File: src/rtl/predistort_taps_loader_pkg.sv
// Shared constants and types for the predistort coefficient loader.
package predistort_taps_loader_pkg;

    // Settings register offsets relative to SR_BASE.
    localparam logic [7:0] SrTap    = 8'd0;
    localparam logic [7:0] SrCommit = 8'd1;

    typedef enum logic [1:0] {
        StIdle,
        StPrime,
        StStream
    } state_e;

    // Number of taps held in the table for a given log2 depth.
    function automatic int unsigned tap_count(input int unsigned depth);
        return 32'd1 << depth;
    endfunction

endpackage

File: src/rtl/taps_ram_1r1w.sv
// Simple dual-port tap table: one write port, one synchronous read port, no reset.
module taps_ram_1r1w #(
    parameter int unsigned WIDTH = 16,
    parameter int unsigned DEPTH = 7
) (
    input  logic             clk,
    input  logic             we,
    input  logic [DEPTH-1:0] waddr,
    input  logic [WIDTH-1:0] wdata,
    input  logic             re,
    input  logic [DEPTH-1:0] raddr,
    output logic [WIDTH-1:0] rdata
);

    logic [WIDTH-1:0] mem [1 << DEPTH];

    // Write port and registered read; rdata holds while re is low.
    always_ff @(posedge clk) begin
        if (we) begin
            mem[waddr] <= wdata;
        end
        if (re) begin
            rdata <= mem[raddr];
        end
    end

endmodule

File: src/rtl/predistort_taps_loader.sv
// Collects taps from the settings bus and streams the table to predistort on commit.
module predistort_taps_loader
    import predistort_taps_loader_pkg::*;
#(
    parameter int unsigned WIDTH   = 16,
    parameter int unsigned DEPTH   = 7,
    parameter logic [7:0]  SR_BASE = 8'd0
) (
    input  logic             clk,
    input  logic             reset,
    input  logic             clear,
    input  logic             set_stb,
    input  logic [7:0]       set_addr,
    input  logic [31:0]      set_data,
    output logic [WIDTH-1:0] taps_tdata,
    output logic             taps_tlast,
    output logic             taps_tvalid,
    input  logic             taps_tready,
    output logic             busy,
    output logic             write_err,
    output logic [15:0]      commit_count
);

    localparam int unsigned    Taps       = tap_count(DEPTH);
    localparam logic [DEPTH:0] TapsCnt    = (DEPTH + 1)'(Taps);
    localparam logic [DEPTH:0] RdStart    = (DEPTH + 1)'(2);
    localparam logic [DEPTH-1:0] LastIdx  = {DEPTH{1'b1}};
    localparam logic [7:0]     TapAddr    = SR_BASE + SrTap;
    localparam logic [7:0]     CommitAddr = SR_BASE + SrCommit;

    state_e           state_q, state_d;
    logic             pending_q, pending_d;
    logic             valid_q, last_q;
    logic [WIDTH-1:0] data_q;
    logic [DEPTH-1:0] out_idx_q;
    logic [DEPTH-1:0] next_idx;
    logic [DEPTH:0]   rd_cnt_q;
    logic [15:0]      count_q;
    logic             err_q;

    logic             tap_wr, commit_hit, busy_int;
    logic             hs, last_hs, restart, rd_done;
    logic             re, ld_first, ld_next;
    logic [DEPTH-1:0] raddr;
    logic [WIDTH-1:0] rdata;
    logic             unused_data;

    assign tap_wr      = set_stb && (set_addr == TapAddr);
    assign commit_hit  = set_stb && (set_addr == CommitAddr);
    assign busy_int    = (state_q != StIdle) || pending_q;
    assign hs          = valid_q && taps_tready;
    assign last_hs     = (state_q == StStream) && hs && last_q;
    // A commit landing on the final handshake counts as pending so it is not lost.
    assign restart     = last_hs && (pending_q || commit_hit) && !clear;
    assign rd_done     = (rd_cnt_q == TapsCnt);
    assign next_idx    = out_idx_q + DEPTH'(1);
    assign unused_data = ^set_data;

    taps_ram_1r1w #(
        .WIDTH(WIDTH),
        .DEPTH(DEPTH)
    ) u_ram (
        .clk  (clk),
        .we   (tap_wr && !busy_int),
        .waddr(set_data[16 +: DEPTH]),
        .wdata(set_data[WIDTH-1:0]),
        .re   (re),
        .raddr(raddr),
        .rdata(rdata)
    );

    // State register.
    always_ff @(posedge clk) begin
        if (reset) begin
            state_q <= StIdle;
        end else begin
            state_q <= state_d;
        end
    end

    // Next-state logic.
    always_comb begin
        state_d = state_q;
        unique case (state_q)
            StIdle:   if (commit_hit) state_d = StPrime;
            StPrime:  state_d = StStream;
            StStream: if (last_hs) state_d = restart ? StPrime : StIdle;
            default:  state_d = StIdle;
        endcase
    end

    // FSM outputs: RAM read issue and output-register load controls.
    always_comb begin
        re       = 1'b0;
        raddr    = rd_cnt_q[DEPTH-1:0];
        ld_first = 1'b0;
        ld_next  = 1'b0;
        unique case (state_q)
            StIdle: begin
                if (commit_hit) begin
                    re    = 1'b1;
                    raddr = '0;
                end
            end
            StPrime: begin
                ld_first = 1'b1;
                re       = 1'b1;
                raddr    = '0;
                raddr[0] = 1'b1;
            end
            StStream: begin
                // RAM output register is the skid: it only advances when a beat leaves.
                if (hs && !last_q) begin
                    ld_next = 1'b1;
                    re      = !rd_done;
                end
                if (restart) begin
                    re    = 1'b1;
                    raddr = '0;
                end
            end
            default: ;
        endcase
    end

    // Pending commit flag; clear has the final say.
    always_comb begin
        pending_d = pending_q;
        if (state_q != StIdle && commit_hit) pending_d = 1'b1;
        if (restart) pending_d = 1'b0;
        if (clear) pending_d = 1'b0;
    end

    // Output register, read counter and status registers.
    always_ff @(posedge clk) begin
        if (reset) begin
            pending_q <= 1'b0;
            valid_q   <= 1'b0;
            last_q    <= 1'b0;
            data_q    <= '0;
            out_idx_q <= '0;
            rd_cnt_q  <= '0;
            count_q   <= '0;
            err_q     <= 1'b0;
        end else begin
            pending_q <= pending_d;
            if (ld_first) begin
                data_q    <= rdata;
                valid_q   <= 1'b1;
                last_q    <= 1'b0;
                out_idx_q <= '0;
                rd_cnt_q  <= RdStart;
            end else if (ld_next) begin
                data_q    <= rdata;
                last_q    <= (next_idx == LastIdx);
                out_idx_q <= next_idx;
                if (re) rd_cnt_q <= rd_cnt_q + (DEPTH + 1)'(1);
            end else if (last_hs) begin
                valid_q <= 1'b0;
                last_q  <= 1'b0;
            end
            if (last_hs) count_q <= count_q + 16'd1;
            if (clear) begin
                err_q <= 1'b0;
            end else if (tap_wr && busy_int) begin
                err_q <= 1'b1;
            end
        end
    end

    assign taps_tdata   = data_q;
    assign taps_tlast   = last_q;
    assign taps_tvalid  = valid_q;
    assign busy         = busy_int;
    assign write_err    = err_q;
    assign commit_count = count_q;

endmodule

File: config.mk
export PLATFORM = sky130hd
export DESIGN_NAME = predistort_taps_loader
export DESIGN_NICKNAME = d
export VERILOG_FILES = /design/src/rtl/predistort_taps_loader_pkg.sv /design/src/rtl/taps_ram_1r1w.sv /design/src/rtl/predistort_taps_loader.sv
export SDC_FILE = /design/constraint.sdc
export NUM_CORES = 2
export LEC_CHECK = 0
export BUFFER_PORTS_ARGS = -buffer_cell sky130_fd_sc_hd__clkbuf_2
export CORE_MARGIN = 4
export CORE_UTILIZATION = 45
export DETAILED_ROUTE_END_ITERATION = 16
export HOLD_SLACK_MARGIN = 0.12
export PLACE_DENSITY_LB_ADDON = 0.15
export RECOVER_POWER = 25
export SYNTH_ARGS = -nofsm -noshare
export SYNTH_HDL_FRONTEND = slang
export SYNTH_SLANG_ARGS = --single-unit
export TNS_END_PERCENT = 30
File: constraint.sdc
create_clock -name clk -period 3.9 [get_ports clk]
set_input_delay 0.78 -clock clk [delete_from_list [all_inputs] [get_ports clk]]
set_output_delay 0.78 -clock clk [all_outputs]
set_load 0.005 [all_outputs]
==> impl_results.md <==
- Outcome: complete, but fails checks
- Failing checks: capacitance limit, slew limit
- Syn Std Cell Area: 83,150 µm²
- CTS tree: built
- Post-layout min period: 3806 ps
- IO Port Bufs: 71
- Vias: 53,344
- Clock network latency to the later pin of the worst-skew pair: 880 ps
- Htree depth: 4
- Initial drt markers: 6,272
- Starting Density: 45.32%
- Initial antenna violation count: 11
- Gr ovfl total: 0
- First-pass GRT wire length: 373.1 mm
- Syn avg cell area: 14.52 µm²
- Top_reg_cell synth: edfxtp_1
- GPL Wtd Cong: 0.8983
- Crit. End Element: flip-flop
- Startpoint types: flip-flop
- Die area: 191,700 µm²
- Clk slew on worst S/H paths: 60 ps
- Chip Width: 437.9 µm
- Post-place setup slack: -942.7 ps
- Proportion of layout cells with a drive suffix above 1: 18.62%
- Vias/cell: 5.879
- Peak VDD IR: 0.3980 mV
- Register area: 63,050 µm²
- Placed Area: 91,760 µm²
- Final Cell Area: 98,520 µm²
- Power density over cell area: 484.8 nW/µm²
- Seq/Total Area, Yosys: 75.81%
- Crit Path Class: reg2reg
- Total track usage: 26.95%
- Synth async-reset ratio: 0%
- CTS Root Cell: clkbuf_16
- Max Cap Violations: 15
- Final nets: 6,469
- Yosys reg bits: 2,117
- Core Area: 183,500 µm²
- WP data arrival: 4420 ps
- Final core occ: 53.70%
- Area delta synth->final: 18.48%
- Post-synthesis cell type count: 81
- Bufs on Longest Clock Path: 3
- DP Wirelength: 167.6 mm
- Largest net degree at the start of global routing: 129
- Iteration count of the initial detailed-routing pass: 5
- Final Max Slew Viols: 970
- WL final: 262.6 mm
- CP max FO: 22
- Synth Warn #: 0
- Unrepaired setup endpoints after global routing: false
- Vias in the first global route: 50,648
- CP required: 4520 ps
- Hold crit path type: in2reg
- Sink Count: 2,117
- DRC: 0
- Final hold vios: 0
- # IOs: 81
- Fin Clk Skew: 36.60 ps
- Post-DRT Antenna Nets: 0
- Max transition margin: -145.1%
- # fillers: 15,166
- Cts bufs inserted: 216
- Vert. Die Dim: 437.9 µm
- Setup TNS: 0 ps
- Period Utilization, post-route: 97.59%
- # setup viols final: 0
- Area of the multi-input gates: 18,170 µm²
- Post-synth EDFFs: 2,064
- Final WS setup: 94.09 ps
- Actual slew at the worst max-slew pin: 3676 ps
- F_max: 0.2627 GHz
- Leak: 34.14 nW
- Synth Net Count: 5,777
- DR WL/cell: 28.94 µm
- Rows: 157
- Cells after synthesis: 5,727
## Yosys cell counts, types with 13 or more instances
master	instances	share of area, %
edfxtp_1	2064	75
nand2_1	1439	6.5
nand3_1	527	3.2
nor2_1	208	0.94
mux2i_1	175	2.1
a31oi_1	147	1.1
nand4_1	136	1.0
clkbuf_1	133	0.60
a32oi_1	120	1.3
buf_2	93	0.56
mux4_2	56	1.5
dfxtp_1	53	1.3
a21oi_1	51	0.31
and3_1	41	0.31
a211oi_1	40	0.36
buf_4	38	0.34
buf_6	37	0.50
o211ai_1	31	0.28
o21ai_0	31	0.19
buf_1	23	0.10
a22oi_1	22	0.20
o21ai_1	21	0.13
a221oi_1	17	0.18
nor3_1	17	0.10
o22ai_1	15	0.11
buf_12	13	0.31
xor2_1	13	0.14
## cell usage in the layout (no fill, tap or decap), types with 40 or more instances in the layout
cell	count
clkinv_1	50
nor2_1	188
clkbuf_16	219
and3_1	41
buf_12	112
nand4_1	136
mux2i_1	175
buf_4	623
dfxtp_1	51
clkinv_2	52
clkbuf_1	56
clkbuf_2	63
a32oi_1	120
a211oi_1	40
nand3_1	525
mux4_2	56
a31oi_1	147
a21oi_1	48
edfxtp_1	2064
nand2_1	1439
## routing by layer
metal  vias to the layer above  GRT usage (%)  routed length (µm)
met3                       399          6.013               23940
met1                     27337          38.17              109200
met4                         4          8.551                8587
met5                         -              0                  27
li1                      23135              -                   -
met2                      2469          41.73              120800
## metrics by stage
step / cells / power (mW) / hold WS, ps
2_1_floorplan: 5727 / 26.85 / 448.2
3_3_place_gp: 8662 / 28.34 / 439.9
3_5_place_dp: 8662 / 28.37 / 448.9
4_1_cts: 9061 / 48.01 / 265.7
5_1_grt: 9064 / 49.18 / 415.9
6_report: 9074 / 47.76 / 410.9
## final timing paths
check	from	endpoint	slack, ps	cells past startpoint
worst max register to register	rd_cnt_q[0]$_SDFFE_PP0P_	u_ram.rdata[1]$_DFFE_PP_	90	17
worst min-delay path	set_addr[0]	pending_q$_SDFFE_PP0P_	410	4
worst max-delay path	rd_cnt_q[0]$_SDFFE_PP0P_	u_ram.rdata[1]$_DFFE_PP_	90	17
worst min register to register	taps_tdata[7]$_SDFFE_PP0P_	taps_tdata[7]$_SDFFE_PP0P_	450	2
## power breakdown
part	switching (mW)	leakage, nW	internal, mW
clock	8.84	3.31	11.0
sequential	0.0445	19.0	25.0
combinational	1.93	11.9	0.960
total	10.8	34.1	36.9
## cells by family after synthesis
| logic type | Yosys count | synth area share (%) |
|---|---|---|
| xor gates and xnor gates | 24 | 0.2528 |
| muxes | 244 | 3.854 |
| and+or+nand+nor | 2425 | 12.55 |
| adders and majority gates | 5 | 0.07524 |
| AOI/OAI and AO/OA | 558 | 4.881 |
| DFF | 2117 | 75.81 |
| buffers and inverters | 354 | 2.570 |
## critical path: stages (launching register included)
cell       delay, ps
dfxtp_1          460
a21boi_1         240
o31a_1           310
nor2_8           120
buf_12           180
buf_12           190
buf_12           170
buf_12           130
buf_4            190
nand2_1           80
nand3_1           70
nand4_1          250
buf_4            190
nand4_1          100
buf_4            210
a2111oi_2        340
buf_4            170
nand3_1           70
## sequential cells by signal, indices dropped and copies added, names as in the netlist
register	flops
commit_count	16
out_idx_q	7
pending_q	1
rd_cnt_q	8
state_q	2
taps_tdata	16
taps_tlast	1
taps_tvalid	1
u_ram.mem	2048
u_ram.rdata	16
write_err	1
## layout make-up
cell class              count  area share (%)
diodes                     11         0.02794
clock buffers             269           5.782
clock inverters           129           1.071
inverters                  11         0.04191
multi-input cells        3256           18.45
flip-flops and latches   2117           63.99
well taps                2464           3.129
repair buffers            817           7.508
## what timing repair did
item	in CTS	in global routing
hold buffers	1	0
pin swaps	0	3
endpoints found under the hold margin	1	0
setup endpoints to repair	3	3
resized for setup	4	6
buffers inserted	0	2
gates cloned	0	1
No activity file was read; power rests on OpenSTA's default activity.
